`src/rtl/usb_tx_pkg.sv`:
```
// Shared types and constants for the USB transmit encoder.
// Latency: n/a (declarations only).
// Backpressure: n/a.
package usb_tx_pkg;

  typedef enum logic [2:0] {
    ST_IDLE,
    ST_SYNC,
    ST_DATA,
    ST_EOP_SE0_1,
    ST_EOP_SE0_2,
    ST_EOP_J
  } tx_state_t;

  // Differential line pair, dp in the MSB.
  typedef struct packed {
    logic dp;
    logic dm;
  } line_t;

  localparam logic [7:0] SYNC_BYTE       = 8'h80;
  localparam logic [2:0] STUFF_PRE_COUNT = 3'd5;

  localparam line_t LINE_J   = 2'b10;
  localparam line_t LINE_K   = 2'b01;
  localparam line_t LINE_SE0 = 2'b00;

endpackage

```
`src/rtl/nrzi_encoder.sv`:
```
// NRZI line encoder: a 0 toggles J/K, a 1 holds the line, se0_force drives SE0.
// Latency: line updates on the same clock edge as the strobe that launches the bit.
// Backpressure: none; follows the strobe unconditionally.
module nrzi_encoder
  import usb_tx_pkg::*;
(
  input  logic clk,
  input  logic n_rst,
  input  logic i_bit,
  input  logic i_bit_strobe,
  input  logic i_se0_force,
  output logic o_dplus,
  output logic o_dminus
);

  logic  r_is_k;
  line_t r_line;
  logic  w_next_k;

  assign w_next_k = i_bit ? r_is_k : ~r_is_k;

  // Line state register; SE0 parks the toggle state at J so EOP ends on J.
  always_ff @(posedge clk) begin
    if (!n_rst) begin
      r_is_k <= 1'b0;
      r_line <= LINE_J;
    end else if (i_bit_strobe) begin
      if (i_se0_force) begin
        r_is_k <= 1'b0;
        r_line <= LINE_SE0;
      end else begin
        r_is_k <= w_next_k;
        r_line <= w_next_k ? LINE_K : LINE_J;
      end
    end
  end

  assign o_dplus  = r_line.dp;
  assign o_dminus = r_line.dm;

endmodule

```
`src/rtl/usb_tx_encoder.sv`:
```
// USB packet transmitter: SYNC, bit-stuffed LSB-first payload, NRZI line drive, EOP.
// Latency: first SYNC bit appears after the first bit_strobe following tx_start.
// Backpressure: one-byte holding buffer; tx_data_ready low while full or after the last byte.
module usb_tx_encoder
  import usb_tx_pkg::*;
(
  input  logic       clk,
  input  logic       n_rst,
  input  logic       bit_strobe,
  input  logic [2:0] bit_stuff_counter,
  input  logic       tx_start,
  input  logic [7:0] tx_data,
  input  logic       tx_data_valid,
  input  logic       tx_last,
  output logic       tx_data_ready,
  output logic       d_signal,
  output logic       bit_stuff,
  output logic       eop,
  output logic       idle_state,
  output logic       dplus_out,
  output logic       dminus_out,
  output logic       tx_error
);

  tx_state_t  r_state;
  logic [7:0] r_shift;
  logic [2:0] r_bit_idx;
  logic       r_started;
  logic       r_cur_last;
  logic [7:0] r_buf;
  logic       r_buf_full;
  logic       r_buf_last;
  logic       r_last_accepted;
  logic       r_d_signal;
  logic       r_bit_stuff;
  logic       r_eop;
  logic       r_idle;
  logic       r_tx_error;

  logic w_active;
  logic w_stuff_now;
  logic w_byte_end;
  logic w_reload;
  logic w_accept;
  logic w_next_bit;
  logic w_next_se0;
  logic w_line_strobe;

  // A bit is on the wire in DATA, and in SYNC once the first strobe has launched bit 0.
  assign w_active    = ((r_state == ST_SYNC) && r_started) || (r_state == ST_DATA);
  assign w_stuff_now = w_active && !r_bit_stuff && r_d_signal &&
                       (bit_stuff_counter == STUFF_PRE_COUNT);
  assign w_byte_end  = w_active && !w_stuff_now && (r_bit_idx == 3'd7);
  assign w_reload    = w_byte_end && !r_cur_last && r_buf_full;

  assign tx_data_ready = !r_buf_full && !r_last_accepted &&
                         ((r_state == ST_SYNC) || (r_state == ST_DATA));
  assign w_accept      = tx_data_valid && tx_data_ready;
  assign w_line_strobe = bit_strobe && (r_state != ST_IDLE);

  // Bit (and SE0) that the coming strobe will launch onto the line.
  always_comb begin
    w_next_bit = 1'b1;
    w_next_se0 = 1'b0;
    case (r_state)
      ST_SYNC, ST_DATA: begin
        if (!w_active) begin
          w_next_bit = r_shift[0];
        end else if (w_stuff_now) begin
          w_next_bit = 1'b0;
        end else if (!w_byte_end) begin
          w_next_bit = r_shift[1];
        end else if (w_reload) begin
          w_next_bit = r_buf[0];
        end else begin
          w_next_se0 = 1'b1;
        end
      end
      ST_EOP_SE0_1: w_next_se0 = 1'b1;
      default: begin
        w_next_bit = 1'b1;
        w_next_se0 = 1'b0;
      end
    endcase
  end

  // Packet FSM, holding buffer and registered status outputs.
  always_ff @(posedge clk) begin
    if (!n_rst) begin
      r_state         <= ST_IDLE;
      r_shift         <= 8'd0;
      r_bit_idx       <= 3'd0;
      r_started       <= 1'b0;
      r_cur_last      <= 1'b0;
      r_buf           <= 8'd0;
      r_buf_full      <= 1'b0;
      r_buf_last      <= 1'b0;
      r_last_accepted <= 1'b0;
      r_d_signal      <= 1'b1;
      r_bit_stuff     <= 1'b0;
      r_eop           <= 1'b0;
      r_idle          <= 1'b1;
      r_tx_error      <= 1'b0;
    end else begin
      r_tx_error <= 1'b0;

      if (w_accept) begin
        r_buf      <= tx_data;
        r_buf_full <= 1'b1;
        r_buf_last <= tx_last;
        if (tx_last) begin
          r_last_accepted <= 1'b1;
        end
      end

      if (w_line_strobe) begin
        r_d_signal  <= w_next_bit;
        r_bit_stuff <= w_stuff_now;
      end

      case (r_state)
        ST_IDLE: begin
          if (tx_start) begin
            r_state         <= ST_SYNC;
            r_idle          <= 1'b0;
            r_shift         <= SYNC_BYTE;
            r_bit_idx       <= 3'd0;
            r_started       <= 1'b0;
            r_cur_last      <= 1'b0;
            r_buf_full      <= 1'b0;
            r_last_accepted <= 1'b0;
          end
        end
        ST_SYNC, ST_DATA: begin
          if (bit_strobe) begin
            if (!w_active) begin
              r_started <= 1'b1;
            end else if (w_stuff_now) begin
              // Stuff bit: shift register and index hold.
            end else if (!w_byte_end) begin
              r_shift   <= r_shift >> 1;
              r_bit_idx <= r_bit_idx + 3'd1;
            end else if (w_reload) begin
              r_state    <= ST_DATA;
              r_shift    <= r_buf;
              r_bit_idx  <= 3'd0;
              r_cur_last <= r_buf_last;
              r_buf_full <= w_accept;
            end else begin
              // Either the last byte finished or the buffer ran dry.
              r_state    <= ST_EOP_SE0_1;
              r_eop      <= 1'b1;
              r_tx_error <= !r_cur_last;
            end
          end
        end
        ST_EOP_SE0_1: begin
          if (bit_strobe) r_state <= ST_EOP_SE0_2;
        end
        ST_EOP_SE0_2: begin
          if (bit_strobe) r_state <= ST_EOP_J;
        end
        ST_EOP_J: begin
          if (bit_strobe) begin
            r_state <= ST_IDLE;
            r_eop   <= 1'b0;
            r_idle  <= 1'b1;
          end
        end
        default: r_state <= ST_IDLE;
      endcase
    end
  end

  nrzi_encoder u_nrzi (
    .clk          (clk),
    .n_rst        (n_rst),
    .i_bit        (w_next_bit),
    .i_bit_strobe (w_line_strobe),
    .i_se0_force  (w_next_se0),
    .o_dplus      (dplus_out),
    .o_dminus     (dminus_out)
  );

  assign d_signal   = r_d_signal;
  assign bit_stuff  = r_bit_stuff;
  assign eop        = r_eop;
  assign idle_state = r_idle;
  assign tx_error   = r_tx_error;

endmodule

```
`config.mk`:
```
export PLATFORM = sky130hd
export DESIGN_NAME = usb_tx_encoder
export DESIGN_NICKNAME = d
export VERILOG_FILES = /design/src/rtl/usb_tx_pkg.sv /design/src/rtl/nrzi_encoder.sv /design/src/rtl/usb_tx_encoder.sv
export SDC_FILE = /design/constraint.sdc
export NUM_CORES = 1
export LEC_CHECK = 0
export ABC_AREA = 1
export BUFFER_PORTS_ARGS = -buffer_cell sky130_fd_sc_hd__buf_4
export CORE_ASPECT_RATIO = 0.8
export CORE_MARGIN = 2
export CORE_UTILIZATION = 55
export DETAILED_ROUTE_END_ITERATION = 12
export GPL_TIMING_DRIVEN = 0
export PLACE_DENSITY = 0.87
export SYNTH_ARGS = -nofsm -noshare
export SYNTH_HDL_FRONTEND = slang
export SYNTH_SLANG_ARGS = --single-unit
export TNS_END_PERCENT = 30
```
`constraint.sdc`:
```
create_clock -name clk -period 2.19 [get_ports clk]
set_input_delay 0.3285 -clock clk [delete_from_list [all_inputs] [get_ports clk]]
set_output_delay 0.3285 -clock clk [all_outputs]
set_load 0.005 [all_outputs]
```
==> summary.txt <==
Global routing
  • Largest net degree at the start of global routing: 11
  • GRT Residual Overflow: 0
  • Initial antenna violation count: 0
  • First-pass GRT wire length: 6.17 mm
  • Number of global-route vias before repair: 1358
  • GRT Total Usage: 24.1%

Final layout
  • Util after Layout: 70.0%
  • Most frequent cells in the layout: nand2_1 (41), inv_1 (39), dfxtp_1 (34)
  • Ant. Diodes: 0
  • Commonest non-fill, non-tap cell in the layout: nand2_1
  • Layout cells sized above 1: 19.3%
  • Final nets: 279
  • Area Overhead vs Synth: 18.8%

Detailed routing
  • Post-DRT Antenna Nets: 0
  • DR WL/cell: 12.4 um
  • DR iter-0 viols: 83
  • DR vias: 1581
  • Residual DRC: 0
  • Routed wire length: 3.67 mm
  • Vias per std cell: 5.32
  • DRT Pass-1 Iters: 6

Clocking
  • Worst skew pair latency: 0.29 ns
  • H-tree depth: 2
  • Clk sink count: 34
  • Post-CTS setup buffer count: 0
  • Maximum root-to-sink buffer count: 2
  • TritonCTS clock tree: built
  • TritonCTS Buffers: 5
  • Post_cts resized: 0
  • Worst-path clk slew: 0.06 ns
  • Hold Buf Count CTS: 0
  • Root Buffer Master: clkbuf_8

Worst setup path
  • Critical setup path kind: flop to flop
  • Arr. time, crit path: 1.99 ns
  • CP Max Fanout: 9
  • Startpoint Class: flop
  • Worst endpoint required time: 2.37 ns
  • Critical path capture point type: flop

Timing
  • Final setup fails: 0
  • Skew final: 0.00366 ns
  • RSZ-0062 raised after global routing: no
  • Max Clock Freq: 553 MHz
  • Final period utilization: 82.6%
  • Post-layout minimum cycle time: 1.81 ns
  • Final Max Tran Viols: 0
  • Slew margin rel.: 62.8%
  • Tightest Pin Transition: 0.558 ns
  • Final Hold Fails: 0
  • Setup TNS: 0 ns

Logic synthesis
  • Cell count after synthesis: 229
  • Cell variety after synth: 28
  • Post-synthesis sequential area ratio: 41.1%
  • Number of synthesized register bits: 34
  • Synth top area cells: dfxtp_1 (41%), nand2_1 (9.3%), inv_1 (8.9%), a21oi_1 (8.5%), o21ai_0 (5.7%)
  • Leading area contributor after synthesis: dfxtp_1
  • Syn Area/Cell: 7.22 um2
  • Post-Syn Area: 0.00165 mm2
  • Post-synth top area share: 41.1%
  • YS warnings: 0
  • Syn_nets: 248

Placed design
  • GPL Wtd Cong: 0.900
  • Final HPWL DP: 2.69 mm
  • I/O Buffers: 24

Pwr
  • Power per cell area: 1230 mW/mm2
  • Peak supply drop: 0.000625 V
  • Tot Pwr: 2.43 mW
  • Leak: 0.880 nW

Worst hold path
  • Hold WC Path Type: input pin to flop

Job
  • Max-Cap Viols: 0

Die
  • Row Count: 17
  • Starting Density: 58.9%
  • Core Area: 0.00281 mm2
  • Die width: 65.3 um
  • Die area: 0.00346 mm2
  • Die Ht: 53.1 um
  • I/O pin cnt: 25

Outcome
  • Status: complete, no violations
## per-stage QoR
step | cell area (um2) | instances | hold slack (ns) | setup WS, ns
after CTS | 1960 | 297 | 0.303 | 0.413
after detailed placement | 1880 | 291 | 0.443 | 0.430
after floorplan | 1650 | 229 | 0.425 | 0.665
final | 1960 | 297 | 0.304 | 0.381
after global routing | 1960 | 297 | 0.310 | 0.198
after global placement | 1880 | 291 | 0.439 | 0.448
## path summary, 6_finish.rpt
check	to	from	slack, ns	cells past startpoint
min	r_buf[7]	tx_data[7]	0.30	3
max	r_shift[2]	r_state[1]	0.38	10
max reg2reg	r_shift[2]	r_state[1]	0.38	10
min reg2reg	r_buf[6]	r_buf[6]	0.45	2
## cells in the mapped netlist
master	instances
a211oi_1	1
a21oi_1	28
a21oi_4	1
buf_4	1
buf_6	1
clkbuf_1	3
dfxtp_1	34
ha_1	2
inv_1	39
inv_2	1
inv_4	1
nand2_1	41
nand2_2	4
nand2_4	2
nand3_1	7
nand3_2	4
nand3b_1	2
nand4_1	3
nor2_1	18
nor3_1	1
nor3_2	1
o2111ai_2	1
o211ai_1	2
o21ai_0	19
o21ai_1	4
o21ai_2	2
o221a_2	1
o22ai_1	5
## where the power goes
| group | leakage, nW | switching [mW] | internal, mW | total, mW |
|---|---|---|---|---|
| clock network | 0.0431 | 0.215 | 0.242 | 0.457 |
| registers | 0.278 | 0.0875 | 0.784 | 0.872 |
| logic | 0.559 | 0.703 | 0.394 | 1.10 |
## registers in the layout, indices dropped and copies added, names as in the netlist
signal,cells
r_started,1
r_shift,8
r_buf_full,1
r_bit_idx,3
r_last_accepted,1
bit_stuff,1
d_signal,1
u_nrzi.o_dplus,1
r_cur_last,1
idle_state,1
eop,1
u_nrzi.r_is_k,1
tx_error,1
r_buf,8
r_buf_last,1
r_state,3
## critical path, stage by stage (launching register included)
cell	delay, ns
dfxtp_1	0.35
inv_1	0.14
nand4_1	0.12
nand2_2	0.17
nand3_2	0.22
nand2_2	0.21
inv_1	0.13
nand2_1	0.07
o21ai_0	0.08
o21ai_1	0.15
a21oi_1	0.06
## kinds of logic (layout without fill, tap and decap cells)
group           Yosys count  count (layout)  share of synthesized area, %
buf+inv                  46              76                          11.3
flops                    34              34                          41.1
compound gates           64              64                          22.3
simple gates             83              83                          23.8
fa+ha+maj                 2               2                          1.51
## layout make-up
type / instances / area (um2)
inverters: 41 / 156
fillers: 257 / 843
multi-input cells: 149 / 787
plain buffers: 5 / 30.0
repair buffers: 24 / 180
well taps: 38 / 47.5
flip-flops and latches: 34 / 681
clock buffers: 6 / 82.6
## layer usage
layer  GRT usage (%)  part of all wire, %  wire (um)
met3            6.38                  7.3        267
met1            32.2                   48       1760
met5               0                    0          0
met2            35.7                   43       1590
met4            12.8                  1.3         49
(Power assumes the default switching activity.)
